### config.mk
export PLATFORM = sky130hd
export DESIGN_NAME = prio_arbiter8
export DESIGN_NICKNAME = d
export VERILOG_FILES = /design/src/rtl/prio_arbiter8.sv
export SDC_FILE = /design/constraint.sdc
export NUM_CORES = 1
export LEC_CHECK = 0
export CAP_MARGIN = 40
export CORE_MARGIN = 2
export CORE_UTILIZATION = 35
export DETAILED_ROUTE_END_ITERATION = 8
export HOLD_SLACK_MARGIN = 0.15
export PLACE_DENSITY_LB_ADDON = 0.3
export SETUP_SLACK_MARGIN = 0.02
export SYNTH_ARGS = -nofsm -noshare
export SYNTH_HDL_FRONTEND = slang
export SYNTH_SLANG_ARGS = --single-unit
### constraint.sdc
create_clock -name clk -period 3.6 [get_ports clk]
set_input_delay 0.72 -clock clk [delete_from_list [all_inputs] [get_ports clk]]
set_output_delay 0.72 -clock clk [all_outputs]
set_load 0.005 [all_outputs]
### src/rtl/prio_arbiter8.sv
// ----------------------------------------------------------------------------
// prio_arbiter8 : 8-requester arbiter with hold limit and registered grant outputs.
// Highest set Req bit wins unless PRIO_ARBITER8_RR_EN selects rotating priority.
// Revision: 1.0
// ----------------------------------------------------------------------------
`default_nettype none

module prio_arbiter8 #(
   parameter int MAX_HOLD = 16
) (
   input  logic       clk,
   input  logic       rst,
   input  logic [7:0] Req,
   input  logic       Done,
   output logic [7:0] Gnt,
   output logic [2:0] GntIdx,
   output logic       GntValid,
   output logic       Timeout
);

   localparam int CNT_W = (MAX_HOLD > 1) ? $clog2(MAX_HOLD) : 1;
   localparam logic [CNT_W-1:0] CNT_LAST = CNT_W'(MAX_HOLD - 1);

   typedef enum logic [1:0] {
      IDLE = 2'd0,
      BUSY = 2'd1,
      GAP  = 2'd2
   } state_t;

   state_t           state_q, state_d;
   logic [7:0]       gnt_q, gnt_d;
   logic [2:0]       idx_q, idx_d;
   logic             valid_q, valid_d;
   logic             timeout_q, timeout_d;
   logic [CNT_W-1:0] cnt_q, cnt_d;
   logic [2:0]       win;
`ifdef PRIO_ARBITER8_RR_EN
   logic [2:0]       last_q, last_d;
   logic [2:0]       cand;
`endif

   // Winner search: the last assignment in loop order has the highest priority.
   always_comb begin
      win = 3'd0;
`ifdef PRIO_ARBITER8_RR_EN
      cand = 3'd0;
      for (int p = 8; p >= 1; p--) begin
         cand = last_q - 3'(p);
         if (Req[cand]) win = cand;
      end
`else
      for (int i = 0; i < 8; i++) begin
         if (Req[i]) win = 3'(i);
      end
`endif
   end

   always_comb begin
      state_d   = state_q;
      gnt_d     = gnt_q;
      idx_d     = idx_q;
      valid_d   = valid_q;
      timeout_d = 1'b0;
      cnt_d     = cnt_q;
`ifdef PRIO_ARBITER8_RR_EN
      last_d    = last_q;
`endif
      case (state_q)
         IDLE: begin
            cnt_d = '0;
            if (|Req) begin
               state_d = BUSY;
               gnt_d   = 8'b1 << win;
               idx_d   = win;
               valid_d = 1'b1;
`ifdef PRIO_ARBITER8_RR_EN
               last_d  = win;
`endif
            end
         end
         BUSY: begin
            if (Done || !Req[idx_q] || (cnt_q == CNT_LAST)) begin
               state_d   = GAP;
               gnt_d     = 8'd0;
               idx_d     = 3'd0;
               valid_d   = 1'b0;
               cnt_d     = '0;
               // Flag only a release forced purely by the hold limit.
               timeout_d = !Done && Req[idx_q];
            end else begin
               cnt_d = cnt_q + CNT_W'(1);
            end
         end
         GAP: begin
            state_d = IDLE;
         end
         default: begin
            state_d = IDLE;
            gnt_d   = 8'd0;
            idx_d   = 3'd0;
            valid_d = 1'b0;
            cnt_d   = '0;
         end
      endcase
   end

   always_ff @(posedge clk) begin
      if (rst) begin
         state_q   <= IDLE;
         gnt_q     <= 8'd0;
         idx_q     <= 3'd0;
         valid_q   <= 1'b0;
         timeout_q <= 1'b0;
         cnt_q     <= '0;
`ifdef PRIO_ARBITER8_RR_EN
         last_q    <= 3'd0;
`endif
      end else begin
         state_q   <= state_d;
         gnt_q     <= gnt_d;
         idx_q     <= idx_d;
         valid_q   <= valid_d;
         timeout_q <= timeout_d;
         cnt_q     <= cnt_d;
`ifdef PRIO_ARBITER8_RR_EN
         last_q    <= last_d;
`endif
      end
   end

   assign Gnt      = gnt_q;
   assign GntIdx   = idx_q;
   assign GntValid = valid_q;
   assign Timeout  = timeout_q;

endmodule

`default_nettype wire
==> impl_results.html, run 1 <==
<table>
<tr><th>Metric</th><th>Value</th></tr>
<tr><th colspan="2">Detailed routing</th></tr>
<tr><td>Detailed-route wire length per cell</td><td>13.71 µm</td></tr>
<tr><td>Detailed Routing Iterations Pass 1</td><td>4</td></tr>
<tr><td>Total via count after detailed routing</td><td>between 800 and 900</td></tr>
<tr><td>Overall routed net length</td><td>2.097 mm</td></tr>
<tr><td>Remaining DRCs</td><td>0</td></tr>
<tr><td>Post-route ant nets</td><td>0</td></tr>
<tr><td>Number of violations reported at the end of detailed-routing iteration 0</td><td>30</td></tr>
<tr><td>Via density per instance</td><td>5.458</td></tr>
<tr><th colspan="2">Clocking</th></tr>
<tr><td>Clock tree from TritonCTS</td><td>yes</td></tr>
<tr><td>Clock insertion delay at the later pin of the skew report</td><td>slightly below 0.3 ns</td></tr>
<tr><td># H-tree levels</td><td>1</td></tr>
<tr><td>Number of instances resized during post-cts repair</td><td>0</td></tr>
<tr><td>TritonCTS Buffers</td><td>3</td></tr>
<tr><td>Clock root buffer master</td><td>clkbuf_4</td></tr>
<tr><td>Longest Clk Path Bufs</td><td>2</td></tr>
<tr><td>Clock sink count</td><td>19</td></tr>
<tr><td>Number of buffers inserted by hold repair at cts</td><td>0</td></tr>
<tr><td>Worst-path clk slew</td><td>0.10 ns</td></tr>
<tr><td>Number of buffers added for setup after CTS</td><td>0</td></tr>
<tr><th colspan="2">Placed design</th></tr>
<tr><td>DP Cell Count</td><td>149</td></tr>
<tr><td>Number of I/O port buffers</td><td>23</td></tr>
<tr><td>Dpl hpwl</td><td>1.591 mm</td></tr>
<tr><td>GP Congestion</td><td>about 0.75</td></tr>
<tr><th colspan="2">Finish</th></tr>
<tr><td>Commonest non-fill, non-tap cell in the layout</td><td>clkdlybuf4s50_1</td></tr>
<tr><td>Share of the core filled with cells in the final layout</td><td>0.4765</td></tr>
<tr><td>Antenna diode instance count</td><td>0</td></tr>
<tr><td>Area grow syn2layout</td><td>29.00%</td></tr>
<tr><td>Most frequent cells in the layout</td><td>clkdlybuf4s50_1 (23), dfxtp_1 (19), nor2_1 (12)</td></tr>
<tr><td>Net count of the finished layout</td><td>between 100 and 150</td></tr>
<tr><td>Non-filler instance count after layout</td><td>153</td></tr>
<tr><td>Ratio of cells with drive above 1 in the final layout</td><td>0.09756</td></tr>
<tr><th colspan="2">Timing</th></tr>
<tr><td>Relative slew slack</td><td>0.5880</td></tr>
<tr><td>Final-layout worst hold slack</td><td>~0.46 ns</td></tr>
<tr><td>Time the final worst path needs with I/O delays and setup</td><td>2.571 ns</td></tr>
<tr><td>RSZ-0062 raised after global routing</td><td>false</td></tr>
<tr><td>Tcrit/Tclk final</td><td>0.7142</td></tr>
<tr><td>Fin Setup TNS</td><td>0 ns</td></tr>
<tr><td>Clock Skew</td><td>0.004626 ns</td></tr>
<tr><td>Slew of the pin with the lowest slew margin</td><td>0.6133 ns</td></tr>
<tr><td>Endpoints failing setup</td><td>0</td></tr>
<tr><td>Final Hold Violating Endpoints</td><td>0</td></tr>
<tr><td>Final Slew Violations</td><td>0</td></tr>
<tr><td>Fmax</td><td>388.9 MHz</td></tr>
<tr><th colspan="2">Floorplan</th></tr>
<tr><td>Die area</td><td>3065 µm²</td></tr>
<tr><td>Die Y</td><td>approximately 55 µm</td></tr>
<tr><td>Effective utilization at floorplan</td><td>0.3694</td></tr>
<tr><td>Number of placement rows</td><td>18</td></tr>
<tr><td>Die span in x</td><td>55.37 µm</td></tr>
<tr><td>Core area</td><td>2500 µm²</td></tr>
<tr><td>Top-level port count</td><td>24</td></tr>
<tr><th colspan="2">Logic synthesis</th></tr>
<tr><td>Unique cell type count in the Yosys netlist</td><td>40</td></tr>
<tr><td>Area fraction in compound gates after synthesis</td><td>0.2331</td></tr>
<tr><td>Sequential element share of the synthesized area</td><td>0.4119</td></tr>
<tr><td>Commonest register cell after synthesis</td><td>dfxtp_1</td></tr>
<tr><td>Syn. warnings</td><td>0</td></tr>
<tr><td>Synth Area in Adders</td><td>0.01355</td></tr>
<tr><td>Number of flops mapped to enable cells by yosys</td><td>0</td></tr>
<tr><td>Share of flip-flops with an asynchronous set or reset</td><td>0</td></tr>
<tr><td>Number of cells produced by synthesis</td><td>99</td></tr>
<tr><td>Synth Net Count</td><td>111</td></tr>
<tr><td>Dominant combinational cell family by area after synthesis</td><td>simple AND/OR/NAND/NOR gates</td></tr>
<tr><td>Post-synth design cell area</td><td>just over 900 µm²</td></tr>
<tr><td>Synthesized area per cell</td><td>9.327 µm²</td></tr>
<tr><td>Simple-gate area share of the yosys netlist</td><td>0.2385</td></tr>
<tr><td>Xor and xnor area share after synthesis</td><td>0.009485</td></tr>
<tr><td>Register bit count reported by yosys</td><td>19</td></tr>
<tr><td>Multiplexer share of the synthesized area</td><td>0.05691</td></tr>
<tr><th colspan="2">Setup path</th></tr>
<tr><td>Critical Path Start Type</td><td>input port</td></tr>
<tr><td>Required time of the worst setup path</td><td>3.84 ns</td></tr>
<tr><td>R2R cell count</td><td>5</td></tr>
<tr><td>Worst-path fanout max</td><td>8</td></tr>
<tr><td>Data arrival at the endpoint of the critical path</td><td>2.81 ns</td></tr>
<tr><td>Critical Path Sink Type</td><td>register</td></tr>
<tr><td>CP Class</td><td>in2reg</td></tr>
<tr><th colspan="2">GRT</th></tr>
<tr><td>Overall Global Routing Usage</td><td>0.1389</td></tr>
<tr><td>Remaining global-route overflow</td><td>0</td></tr>
<tr><td>Global-route wire length before repair</td><td>3.456 mm</td></tr>
<tr><td>Initial antenna violation count</td><td>0</td></tr>
<tr><td>Largest net degree at the start of global routing</td><td>14</td></tr>
<tr><td>Vias in the first global route</td><td>767</td></tr>
<tr><th colspan="2">Power and ir drop</th></tr>
<tr><td>Power consumption</td><td>433.2 µW</td></tr>
<tr><td>Power per Cell Area</td><td>363.6 nW/µm²</td></tr>
<tr><td>Worst vdd ir</td><td>about 0.00022 V</td></tr>
<tr><td>Leakage power summed over all cells</td><td>0.0004541 µW</td></tr>
<tr><th colspan="2">Min path</th></tr>
<tr><td>Hold-critical path depth</td><td>1</td></tr>
<tr><td>Class of the worst hold path</td><td>reg2reg</td></tr>
<tr><th colspan="2">Run status</th></tr>
<tr><td>Status</td><td>finished, final reports clean</td></tr>
<tr><th colspan="2">Run</th></tr>
<tr><td>Maxcap violations</td><td>0</td></tr>
</table>
synth_stat cells, types with 2 or more instances:
library cell / instances / share of area
nor2_1: 12 / 0.049
a21oi_1: 6 / 0.033
nand2_1: 9 / 0.037
inv_1: 2 / 0.0081
mux2i_1: 3 / 0.033
nor4_1: 2 / 0.014
dfxtp_1: 19 / 0.41
nand3_1: 3 / 0.016
mux2_2: 2 / 0.024
nand3b_1: 2 / 0.016
o2bb2ai_1: 2 / 0.019
a32o_1: 2 / 0.022
o21ai_0: 5 / 0.027
buf_6: 2 / 0.024
nand2b_1: 2 / 0.014
a21o_1: 2 / 0.016
flip-flops by register name (all words and copies together), names as in the netlist:
register and cells:
GntIdx 3, state_q 2, Gnt 8, GntValid 1, cnt_q 4, Timeout 1
metrics by stage:
step	worst slack [ns]	cell area, µm²
3_3_place_gp	0.7122	1165
6_report	1.029	1191
5_1_grt	0.8296	1191
4_1_cts	1.046	1191
2_1_floorplan	1.661	923.4
3_5_place_dp	0.7471	1165
where the power goes:
group / internal, µW / switching (µW) / total, µW
clock network: 43.0 / 60.8 / 104
logic: 50.2 / 44.5 / 94.7
registers: 222 / 12.9 / 235
worst max-delay path, stage by stage:
cell             delay [ns]
clkdlybuf4s50_1        0.49
nor4_1                 0.45
nand2_1                0.23
a21oi_1                0.39
o21ba_1                0.35
a22o_1                 0.18
layer usage:
layer  routed length [µm]  vias to the layer above  global-route usage
met5                    0                        -                   0
met4                   19                        0             0.05226
met3                   71                        2             0.03044
met2                  920                       19              0.1990
met1                 1084                      400              0.2017
li1                     -                      414                   -
worst paths after layout:
kind                    to  slack [ns]  startpoint
setup / recovery  GntValid        1.03      Req[6]
hold / removal      Gnt[4]        0.46      Gnt[4]
setup reg to reg  GntValid        1.60   GntIdx[0]
hold reg to reg     Gnt[4]        0.46      Gnt[4]
final cells by class:
class	instances	area (µm²)
tap	30	37.54
fill	243	1309
timing repair buffer	23	230.2
inverter	2	7.507
multi-input combinational	75	509.2
clock buffer	4	26.28
sequential	19	380.4
cells by family after synthesis:
| group | Yosys count |
|---|---|
| xor gates and xnor gates | 1 |
| DFF | 19 |
| adders and majority gates | 1 |
| muxes | 5 |
| AOI/OAI and AO/OA | 28 |
| buffers and inverters | 5 |
| and+or+nand+nor | 40 |
Note: power is estimated with default switching activity, not from simulation.
==> run 2: changes to the inputs <==
Clock period 3.6 ns to 2.35 ns, I/O delays scaled along.
==> run 2 against run 1 <==
Via count up 4.7%. Global-route usage increased by 1.3 points. Critical endpoint unchanged. Power increased by 57%. Worst setup slack worse by 0.69 ns. Critical path depth stayed put. Sequential power grew 53%. First-iteration DRC count grew 10%. Largest power group unchanged. Flip-flop and latch count is the same.
==> impl_results.html, run 2 (synthesis results as in run 1) <==
<table>
<tr><th>Metric</th><th>Value</th></tr>
<tr><th colspan="2">Detailed routing</th></tr>
<tr><td>Detailed Routing Iterations Pass 1</td><td>4 (unchanged)</td></tr>
<tr><td>Total via count after detailed routing</td><td>874 (was 835)</td></tr>
<tr><td>Number of violations reported at the end of detailed-routing iteration 0</td><td>33 (was 30)</td></tr>
<tr><td>Overall routed net length</td><td>2.186 mm (was 2.097 mm)</td></tr>
<tr><td>Post-route ant nets</td><td>0 (unchanged)</td></tr>
<tr><td>Remaining DRCs</td><td>0 (unchanged)</td></tr>
<tr><td>Detailed-route wire length per cell</td><td>13.66 µm (was 13.71 µm)</td></tr>
<tr><td>Via density per instance</td><td>5.463 (was 5.458)</td></tr>
<tr><th colspan="2">Timing</th></tr>
<tr><td>Final Hold Violating Endpoints</td><td>0 (unchanged)</td></tr>
<tr><td>Final-layout worst hold slack</td><td>0.4683 ns (was 0.4580 ns)</td></tr>
<tr><td>Fin Setup TNS</td><td>0 ns (unchanged)</td></tr>
<tr><td>Time the final worst path needs with I/O delays and setup</td><td>2.007 ns</td></tr>
<tr><td>Slew of the pin with the lowest slew margin</td><td>0.5267 ns (was 0.6133 ns)</td></tr>
<tr><td>Endpoints failing setup</td><td>0 (unchanged)</td></tr>
<tr><td>RSZ-0062 raised after global routing</td><td>false (unchanged)</td></tr>
<tr><td>Final Slew Violations</td><td>0 (unchanged)</td></tr>
<tr><td>Clock Skew</td><td>0.0009126 ns (was 0.004626 ns)</td></tr>
<tr><td>Fmax</td><td>498.1 MHz</td></tr>
<tr><td>Relative slew slack</td><td>0.6458 (was 0.5880)</td></tr>
<tr><td>Tcrit/Tclk final</td><td>0.8542</td></tr>
<tr><th colspan="2">Floorplan</th></tr>
<tr><td>Die span in x</td><td>55.37 µm (unchanged)</td></tr>
<tr><td>Number of placement rows</td><td>18 (unchanged)</td></tr>
<tr><td>Core area</td><td>2500 µm² (unchanged)</td></tr>
<tr><td>Top-level port count</td><td>24 (unchanged)</td></tr>
<tr><td>Die area</td><td>3065 µm² (unchanged)</td></tr>
<tr><td>Die Y</td><td>55.37 µm (unchanged)</td></tr>
<tr><td>Effective utilization at floorplan</td><td>0.3694 (unchanged)</td></tr>
<tr><th colspan="2">Clocking</th></tr>
<tr><td>TritonCTS Buffers</td><td>3 (unchanged)</td></tr>
<tr><td>Worst-path clk slew</td><td>0.11 ns (was 0.10 ns)</td></tr>
<tr><td># H-tree levels</td><td>1 (unchanged)</td></tr>
<tr><td>Clock sink count</td><td>19 (unchanged)</td></tr>
<tr><td>Clock tree from TritonCTS</td><td>yes (unchanged)</td></tr>
<tr><td>Number of instances resized during post-cts repair</td><td>0 (unchanged)</td></tr>
<tr><td>Number of buffers added for setup after CTS</td><td>0 (unchanged)</td></tr>
<tr><td>Clock root buffer master</td><td>clkbuf_4 (unchanged)</td></tr>
<tr><td>Longest Clk Path Bufs</td><td>2 (unchanged)</td></tr>
<tr><td>Clock insertion delay at the later pin of the skew report</td><td>0.29 ns (about the same)</td></tr>
<tr><td>Number of buffers inserted by hold repair at cts</td><td>0 (unchanged)</td></tr>
<tr><th colspan="2">Min path</th></tr>
<tr><td>Hold-critical path depth</td><td>1 (unchanged)</td></tr>
<tr><td>Class of the worst hold path</td><td>reg2reg (unchanged)</td></tr>
<tr><th colspan="2">Placed design</th></tr>
<tr><td>Number of I/O port buffers</td><td>23 (unchanged)</td></tr>
<tr><td>GP Congestion</td><td>0.7897 (was 0.7521)</td></tr>
<tr><td>Dpl hpwl</td><td>1.664 mm (was 1.591 mm)</td></tr>
<tr><th colspan="2">Finish</th></tr>
<tr><td>Commonest non-fill, non-tap cell in the layout</td><td>clkdlybuf4s50_1 (unchanged)</td></tr>
<tr><td>Most frequent cells in the layout</td><td>clkdlybuf4s50_1 (23), dfxtp_1 (19), nor2_1 (12) (unchanged)</td></tr>
<tr><td>Area grow syn2layout</td><td>34.69% (was 29.00%)</td></tr>
<tr><td>Antenna diode instance count</td><td>0 (unchanged)</td></tr>
<tr><td>Number of fill cells in the layout</td><td>240 (was 243)</td></tr>
<tr><td>Net count of the finished layout</td><td>143 (was 136)</td></tr>
<tr><td>Ratio of cells with drive above 1 in the final layout</td><td>0.1462 (was 0.09756)</td></tr>
<tr><td>Max reg flops</td><td>8 (unchanged)</td></tr>
<tr><th colspan="2">Setup path</th></tr>
<tr><td>Worst-path fanout max</td><td>8 (unchanged)</td></tr>
<tr><td>CP Class</td><td>in2reg (unchanged)</td></tr>
<tr><td>Slowest stage cell on the critical path</td><td>clkdlybuf4s50_1 (unchanged)</td></tr>
<tr><td>Critical path, cell by cell</td><td>clkdlybuf4s50_1 &gt; nor4_1 &gt; nand2_1 &gt; a21oi_1 &gt; o21ba_1 &gt; a22o_1 (unchanged)</td></tr>
<tr><td>Data arrival at the endpoint of the critical path</td><td>2.25 ns (was 2.81 ns)</td></tr>
<tr><td>Critical Path Start Type</td><td>input port (unchanged)</td></tr>
<tr><td>R2R cell count</td><td>5 (unchanged)</td></tr>
<tr><td>Required time of the worst setup path</td><td>2.59 ns (was 3.84 ns)</td></tr>
<tr><td>Critical Path Sink Type</td><td>register (unchanged)</td></tr>
<tr><td>Worst stage delay on the critical path</td><td>0.51 ns (was 0.49 ns)</td></tr>
<tr><th colspan="2">GRT</th></tr>
<tr><td>Remaining global-route overflow</td><td>0 (unchanged)</td></tr>
<tr><td>Overall Global Routing Usage</td><td>0.1516 (was 0.1389)</td></tr>
<tr><td>Global-route wire length before repair</td><td>3.843 mm (was 3.456 mm)</td></tr>
<tr><td>Largest net degree at the start of global routing</td><td>11 (was 14)</td></tr>
<tr><td>Vias in the first global route</td><td>846 (was 767)</td></tr>
<tr><td>Initial antenna violation count</td><td>0 (unchanged)</td></tr>
<tr><th colspan="2">Power and ir drop</th></tr>
<tr><td>Worst vdd ir</td><td>0.0003798 V (was 0.0002155 V)</td></tr>
<tr><td>Power per Cell Area</td><td>546.0 nW/µm² (was 363.6 nW/µm²)</td></tr>
<tr><td>Leakage power summed over all cells</td><td>0.0004890 µW (was 0.0004541 µW)</td></tr>
<tr><th colspan="2">Run status</th></tr>
<tr><td>Status</td><td>finished, final reports clean (unchanged)</td></tr>
<tr><th colspan="2">Run</th></tr>
<tr><td>Maxcap violations</td><td>0 (unchanged)</td></tr>
</table>
[run 2: cell count changes in the layout (fill, tap and decap cells not counted), sizes merged]
cell | before | now
buf | 0 | 7
[run 2: final timing paths]
| kind | endpoint | slack (ns) | startpoint |
|---|---|---|---|
| setup / recovery | GntValid | 0.34 | Req[5] |
| hold reg to reg | Gnt[1] | 0.47 | Gnt[1] |
| setup reg to reg | Gnt[5] | 0.52 | GntIdx[0] |
| hold / removal | Gnt[1] | 0.47 | Gnt[1] |
[run 2: power breakdown]
group          switching, µW  total (µW)  internal, µW
Combinational           70.7         156          85.1
Clock                   97.2         163          65.9
Sequential              20.6         360           340
[run 2: worst max-delay path: cells and delay by family]
kind	cells	cell delay, ns
simple gates	2	0.53
buf+inv	1	0.51
compound gates	3	0.74
[run 2: layout make-up]
type / count / area [µm²] / share of cell area
multi-input combinational: 75 / 509.2 / 0.4095
sequential: 19 / 380.4 / 0.3058
timing repair buffer: 30 / 282.8 / 0.2274
tap: 30 / 37.54 / 0.03018
clock buffer: 4 / 26.28 / 0.02113
inverter: 2 / 7.507 / 0.006036
[run 2: metrics by stage]
| step | setup WS, ns | cell area [µm²] | util | cells | power, µW |
|---|---|---|---|---|---|
| 2_1_floorplan | 0.6235 | 923.4 | - | 99 | 451.7 |
| 3_3_place_gp | 0.08271 | 1217 | 0.4870 | 156 | 518.8 |
| 3_5_place_dp | 0.09725 | 1217 | 0.4870 | 156 | 521.1 |
| 4_1_cts | 0.3755 | 1244 | 0.4975 | 160 | 681.4 |
| 5_1_grt | 0.2268 | 1244 | 0.4975 | 160 | 715.1 |
| 6_report | 0.3425 | 1244 | 0.4975 | 160 | 679.1 |
[run 2: metal layers]
layer  track usage  routed length [µm]
met1        0.2150                1142
met2        0.2330                 938
met3       0.02342                  77
met4       0.05226                  27
met5             0                   0
==> run 3: changes to the inputs <==
Settings changed: ABC_AREA set to 1, CTS_CLUSTER_DIAMETER set to 50.
==> run 3 against run 2 <==
Global-route usage down 2.1 points. Maximum frequency rose by 6.3%. Flip-flop and latch count is the same. Non-clock buffer count shrank 6. First-iteration DRC count down 42%. Wire length shrank 5.1%. Clock skew up 0.010 ns. Worst hold slack got worse by 0.0018 ns. Power down 0.56%. Worst setup slack improved by 0.12 ns. Register-to-register slack better by 0.29 ns. Sequential share of layout area is 0.15 points lower.
==> impl_results.html, run 3 <==
<table>
<tr><th>Metric</th><th>Value</th></tr>
<tr><th colspan="2">Clocking</th></tr>
<tr><td>Number of buffers inserted by hold repair at cts</td><td>0 (unchanged)</td></tr>
<tr><td>Clock tree from TritonCTS</td><td>yes (unchanged)</td></tr>
<tr><td># H-tree levels</td><td>1 (unchanged)</td></tr>
<tr><td>TritonCTS Buffers</td><td>3 (unchanged)</td></tr>
<tr><td>Clock insertion delay at the later pin of the skew report</td><td>0.29 ns (about the same)</td></tr>
<tr><td>Clock sink count</td><td>19 (unchanged)</td></tr>
<tr><td>Clock root buffer master</td><td>clkbuf_4 (unchanged)</td></tr>
<tr><td>Worst-path clk slew</td><td>0.10 ns (was 0.11 ns)</td></tr>
<tr><td>Number of buffers added for setup after CTS</td><td>0 (unchanged)</td></tr>
<tr><td>Longest Clk Path Bufs</td><td>2 (unchanged)</td></tr>
<tr><td>Number of instances resized during post-cts repair</td><td>0 (unchanged)</td></tr>
<tr><th colspan="2">Floorplan</th></tr>
<tr><td>Die span in x</td><td>56.50 µm (was 55.37 µm)</td></tr>
<tr><td>Die Y</td><td>56.50 µm (was 55.37 µm)</td></tr>
<tr><td>Die area</td><td>3192 µm² (was 3065 µm²)</td></tr>
<tr><td>Top-level port count</td><td>24 (unchanged)</td></tr>
<tr><td>Core area</td><td>2686 µm² (was 2500 µm²)</td></tr>
<tr><td>Number of placement rows</td><td>19 (was 18)</td></tr>
<tr><td>Effective utilization at floorplan</td><td>0.3591 (was 0.3694)</td></tr>
<tr><th colspan="2">Logic synthesis</th></tr>
<tr><td>Simple-gate area share of the yosys netlist</td><td>0.3437 (was 0.2385)</td></tr>
<tr><td>Synthesized area per cell</td><td>6.842 µm² (was 9.327 µm²)</td></tr>
<tr><td>Most numerous cell types in the synthesized netlist</td><td>nand2_1 (34), inv_1 (23), dfxtp_1 (19), a21oi_1 (16), nor2_1 (13) (was dfxtp_1 (19), nor2_1 (12), nand2_1 (9), a21oi_1 (6), o21ai_0 (5))</td></tr>
<tr><td>Most used standard cell by instance count after synthesis</td><td>nand2_1 (was dfxtp_1)</td></tr>
<tr><td>Post-synth design cell area</td><td>964.7 µm² (was 923.4 µm²)</td></tr>
<tr><td>Xor and xnor area share after synthesis</td><td>0.01816 (was 0.009485)</td></tr>
<tr><td>Unique cell type count in the Yosys netlist</td><td>22 (was 40)</td></tr>
<tr><td>Register bit count reported by yosys</td><td>19 (unchanged)</td></tr>
<tr><td>Synth Net Count</td><td>153 (was 111)</td></tr>
<tr><td>Syn. warnings</td><td>0 (unchanged)</td></tr>
<tr><td>Most area-consuming cells after synthesis</td><td>dfxtp_1 (39%), nand2_1 (13%), inv_1 (8.9%) (was dfxtp_1 (41%), nor2_1 (4.9%), nand2_1 (3.7%))</td></tr>
<tr><td>Number of cells produced by synthesis</td><td>141 (was 99)</td></tr>
<tr><td>Share of flip-flops with an asynchronous set or reset</td><td>0 (unchanged)</td></tr>
<tr><td>Commonest register cell after synthesis</td><td>dfxtp_1 (unchanged)</td></tr>
<tr><td>Multiplexer share of the synthesized area</td><td>0 (was 0.05691)</td></tr>
<tr><td>Dominant combinational cell family by area after synthesis</td><td>simple AND/OR/NAND/NOR gates (unchanged)</td></tr>
<tr><td>Largest area contributor in the netlist</td><td>dfxtp_1 (unchanged)</td></tr>
<tr><td>Synth Area in Adders</td><td>0.01297 (was 0.01355)</td></tr>
<tr><td>Sequential element share of the synthesized area</td><td>0.3943 (was 0.4119)</td></tr>
<tr><td>Area fraction in compound gates after synthesis</td><td>0.1141 (was 0.2331)</td></tr>
<tr><td>Number of flops mapped to enable cells by yosys</td><td>0 (unchanged)</td></tr>
<tr><td>Area share of the largest cell type after synthesis</td><td>0.3943 (was 0.4119)</td></tr>
<tr><th colspan="2">Finish</th></tr>
<tr><td>Multi-input logic area</td><td>471.7 µm² (was 509.2 µm²)</td></tr>
<tr><td>Commonest non-fill, non-tap cell in the layout</td><td>nand2_1 (was clkdlybuf4s50_1)</td></tr>
<tr><td>Max reg flops</td><td>8 (unchanged)</td></tr>
<tr><td>Net count of the finished layout</td><td>179 (was 143)</td></tr>
<tr><td>Final instance area</td><td>1250 µm² (was 1244 µm²)</td></tr>
<tr><td>Share of the core filled with cells in the final layout</td><td>0.4653 (was 0.4975)</td></tr>
<tr><td>Area grow syn2layout</td><td>29.57% (was 34.69%)</td></tr>
<tr><td>Antenna diode instance count</td><td>0 (unchanged)</td></tr>
<tr><td>Storage element area</td><td>380.4 µm² (unchanged)</td></tr>
<tr><td>Number of fill cells in the layout</td><td>272 (was 240)</td></tr>
<tr><td>Ratio of cells with drive above 1 in the final layout</td><td>0.07831 (was 0.1462)</td></tr>
<tr><td>Most frequent cells in the layout</td><td>nand2_1 (34), inv_1 (23), clkdlybuf4s50_1 (23) (was clkdlybuf4s50_1 (23), dfxtp_1 (19), nor2_1 (12))</td></tr>
<tr><th colspan="2">Power and ir drop</th></tr>
<tr><td>Power per Cell Area</td><td>540.2 nW/µm² (was 546.0 nW/µm²)</td></tr>
<tr><td>Switching share of power</td><td>0.2952 (was 0.2776)</td></tr>
<tr><td>Leakage power summed over all cells</td><td>0.0005235 µW (was 0.0004890 µW)</td></tr>
<tr><td>Net load switching power</td><td>199.3 µW (was 188.5 µW)</td></tr>
<tr><td>Logic pwr share</td><td>0.240 (was 0.230)</td></tr>
<tr><td>Internal portion of total power</td><td>475.9 µW (was 490.6 µW)</td></tr>
<tr><td>Clk network pwr share</td><td>0.234 (was 0.240)</td></tr>
<tr><td>Worst vdd ir</td><td>0.0002478 V (was 0.0003798 V)</td></tr>
<tr><td>Sequential group share of total power</td><td>0.526 (was 0.530)</td></tr>
<tr><th colspan="2">GRT</th></tr>
<tr><td>Overall Global Routing Usage</td><td>0.1311 (was 0.1516)</td></tr>
<tr><td>Largest net degree at the start of global routing</td><td>12 (was 11)</td></tr>
<tr><td>Global-route wire length before repair</td><td>3.436 mm (was 3.843 mm)</td></tr>
<tr><td>Initial antenna violation count</td><td>0 (unchanged)</td></tr>
<tr><td>Vias in the first global route</td><td>901 (was 846)</td></tr>
<tr><td>Remaining global-route overflow</td><td>0 (unchanged)</td></tr>
<tr><th colspan="2">Placed design</th></tr>
<tr><td>Worst slack at placement</td><td>0.1732 ns (was 0.09725 ns)</td></tr>
<tr><td>Dpl cell area</td><td>1222 µm² (was 1217 µm²)</td></tr>
<tr><td>Number of I/O port buffers</td><td>23 (unchanged)</td></tr>
<tr><td>Dpl hpwl</td><td>1.638 mm (was 1.664 mm)</td></tr>
<tr><td>GP Congestion</td><td>0.8788 (was 0.7897)</td></tr>
<tr><th colspan="2">Run status</th></tr>
<tr><td>Status</td><td>finished, final reports clean (unchanged)</td></tr>
<tr><th colspan="2">Timing</th></tr>
<tr><td>Time the final worst path needs with I/O delays and setup</td><td>1.888 ns (was 2.007 ns)</td></tr>
<tr><td>Final Slew Violations</td><td>0 (unchanged)</td></tr>
<tr><td>Final Hold Violating Endpoints</td><td>0 (unchanged)</td></tr>
<tr><td>Worst Setup Slack, final</td><td>0.4620 ns (was 0.3425 ns)</td></tr>
<tr><td>Fin Setup TNS</td><td>0 ns (unchanged)</td></tr>
<tr><td>Slew of the pin with the lowest slew margin</td><td>0.3284 ns (was 0.5267 ns)</td></tr>
<tr><td>Tcrit/Tclk final</td><td>0.8034 (was 0.8542)</td></tr>
<tr><td>RSZ-0062 raised after global routing</td><td>false (unchanged)</td></tr>
<tr><td>Relative slew slack</td><td>0.7788 (was 0.6458)</td></tr>
<tr><td>Fmax</td><td>529.7 MHz (was 498.1 MHz)</td></tr>
<tr><td>Endpoints failing setup</td><td>0 (unchanged)</td></tr>
<tr><td>Clock Skew</td><td>0.01120 ns (was 0.0009126 ns)</td></tr>
<tr><th colspan="2">Setup path</th></tr>
<tr><td>Required time of the worst setup path</td><td>2.56 ns (was 2.59 ns)</td></tr>
<tr><td>Critical Path Start Type</td><td>input port (unchanged)</td></tr>
<tr><td>Worst-path fanout max</td><td>11 (was 8)</td></tr>
<tr><td>R2R cell count</td><td>10 (was 5)</td></tr>
<tr><td>Data arrival at the endpoint of the critical path</td><td>2.10 ns (was 2.25 ns)</td></tr>
<tr><td>CP Class</td><td>in2reg (unchanged)</td></tr>
<tr><td>Critical Path Sink Type</td><td>register (unchanged)</td></tr>
<tr><th colspan="2">Detailed routing</th></tr>
<tr><td>Number of violations reported at the end of detailed-routing iteration 0</td><td>19 (was 33)</td></tr>
<tr><td>Overall routed net length</td><td>2.075 mm (was 2.186 mm)</td></tr>
<tr><td>Remaining DRCs</td><td>0 (unchanged)</td></tr>
<tr><td>Detailed Routing Iterations Pass 1</td><td>4 (unchanged)</td></tr>
<tr><td>Post-route ant nets</td><td>0 (unchanged)</td></tr>
<tr><td>Detailed-route wire length per cell</td><td>10.53 µm (was 13.66 µm)</td></tr>
<tr><td>Via density per instance</td><td>4.792 (was 5.463)</td></tr>
<tr><td>Total via count after detailed routing</td><td>944 (was 874)</td></tr>
<tr><th colspan="2">Min path</th></tr>
<tr><td>Hold-critical path depth</td><td>2 (was 1)</td></tr>
<tr><td>Class of the worst hold path</td><td>reg2reg (unchanged)</td></tr>
<tr><th colspan="2">Run</th></tr>
<tr><td>Maxcap violations</td><td>0 (unchanged)</td></tr>
</table>
## run 3: changes by cell type after synthesis, moves of 3 or more
cell	change
inv_1	+21
nand4_1	+3
nand2_1	+25
a21oi_1	+10
nand3_1	+7
mux2i_1	-3
## run 3: stage by stage
stage,hold slack [ns],std cells,total power (µW)
final,0.4665,197,675.3
after global routing,0.4901,197,712.3
after CTS,0.4684,197,684.6
after detailed placement,0.4556,193,525.4
after global placement,0.4522,193,522.9
after floorplan,0.4553,141,462.0
## run 3: kinds of logic (layout without fill, tap and decap cells)
kind of cell               Yosys count  count (layout)
and+or+nand+nor                     70              70
xor gates and xnor gates             2               2
adders and majority gates            1               1
DFF                                 19              19
AOI/OAI and AO/OA                   21              21
buffers and inverters               28              53
## run 3: final cells by class
type / instances / share of cell area
clock buffer: 3 / 0.01802
clock inverter: 1 / 0.004004
inverter: 25 / 0.07508
multi-input combinational: 94 / 0.3774
sequential: 19 / 0.3043
tap: 31 / 0.03103
timing repair buffer: 24 / 0.1902
## run 3: power by group through the flow
stage / sequential [µW] / clock (µW) / combinational [µW]
5_1_grt: 358 / 173 / 182
3_3_place_gp: 362 / 0 / 160
3_5_place_dp: 363 / 0 / 163
6_report: 355 / 158 / 162
4_1_cts: 355 / 165 / 164
2_1_floorplan: 362 / 0 / 99.6
## run 3: final timing paths
path	from	endpoint	slack [ns]
setup / recovery	Req[4]	Gnt[3]	0.46
hold / removal	Gnt[5]	Gnt[5]	0.47
setup reg to reg	GntIdx[0]	Gnt[3]	0.81
hold reg to reg	Gnt[5]	Gnt[5]	0.47
## run 3: metal layers
layer / global-route usage / up-vias / wire, µm
met4: 0.07483 / 0 / 18
met2: 0.2176 / 16 / 959
met1: 0.1648 / 428 / 1024
met5: 0 / - / 0
li1: - / 498 / -
met3: 0.01152 / 2 / 72
## run 3: worst max-delay path, cell delays in order
cell and delay, ns:
clkdlybuf4s50_1 0.46, nor2_1 0.16, nand3_2 0.13, nor2_4 0.14, nand3_2 0.11, nor2_1 0.12, nor2_1 0.08, nand2_2 0.21
nand2_1 0.09, a21oi_1 0.15
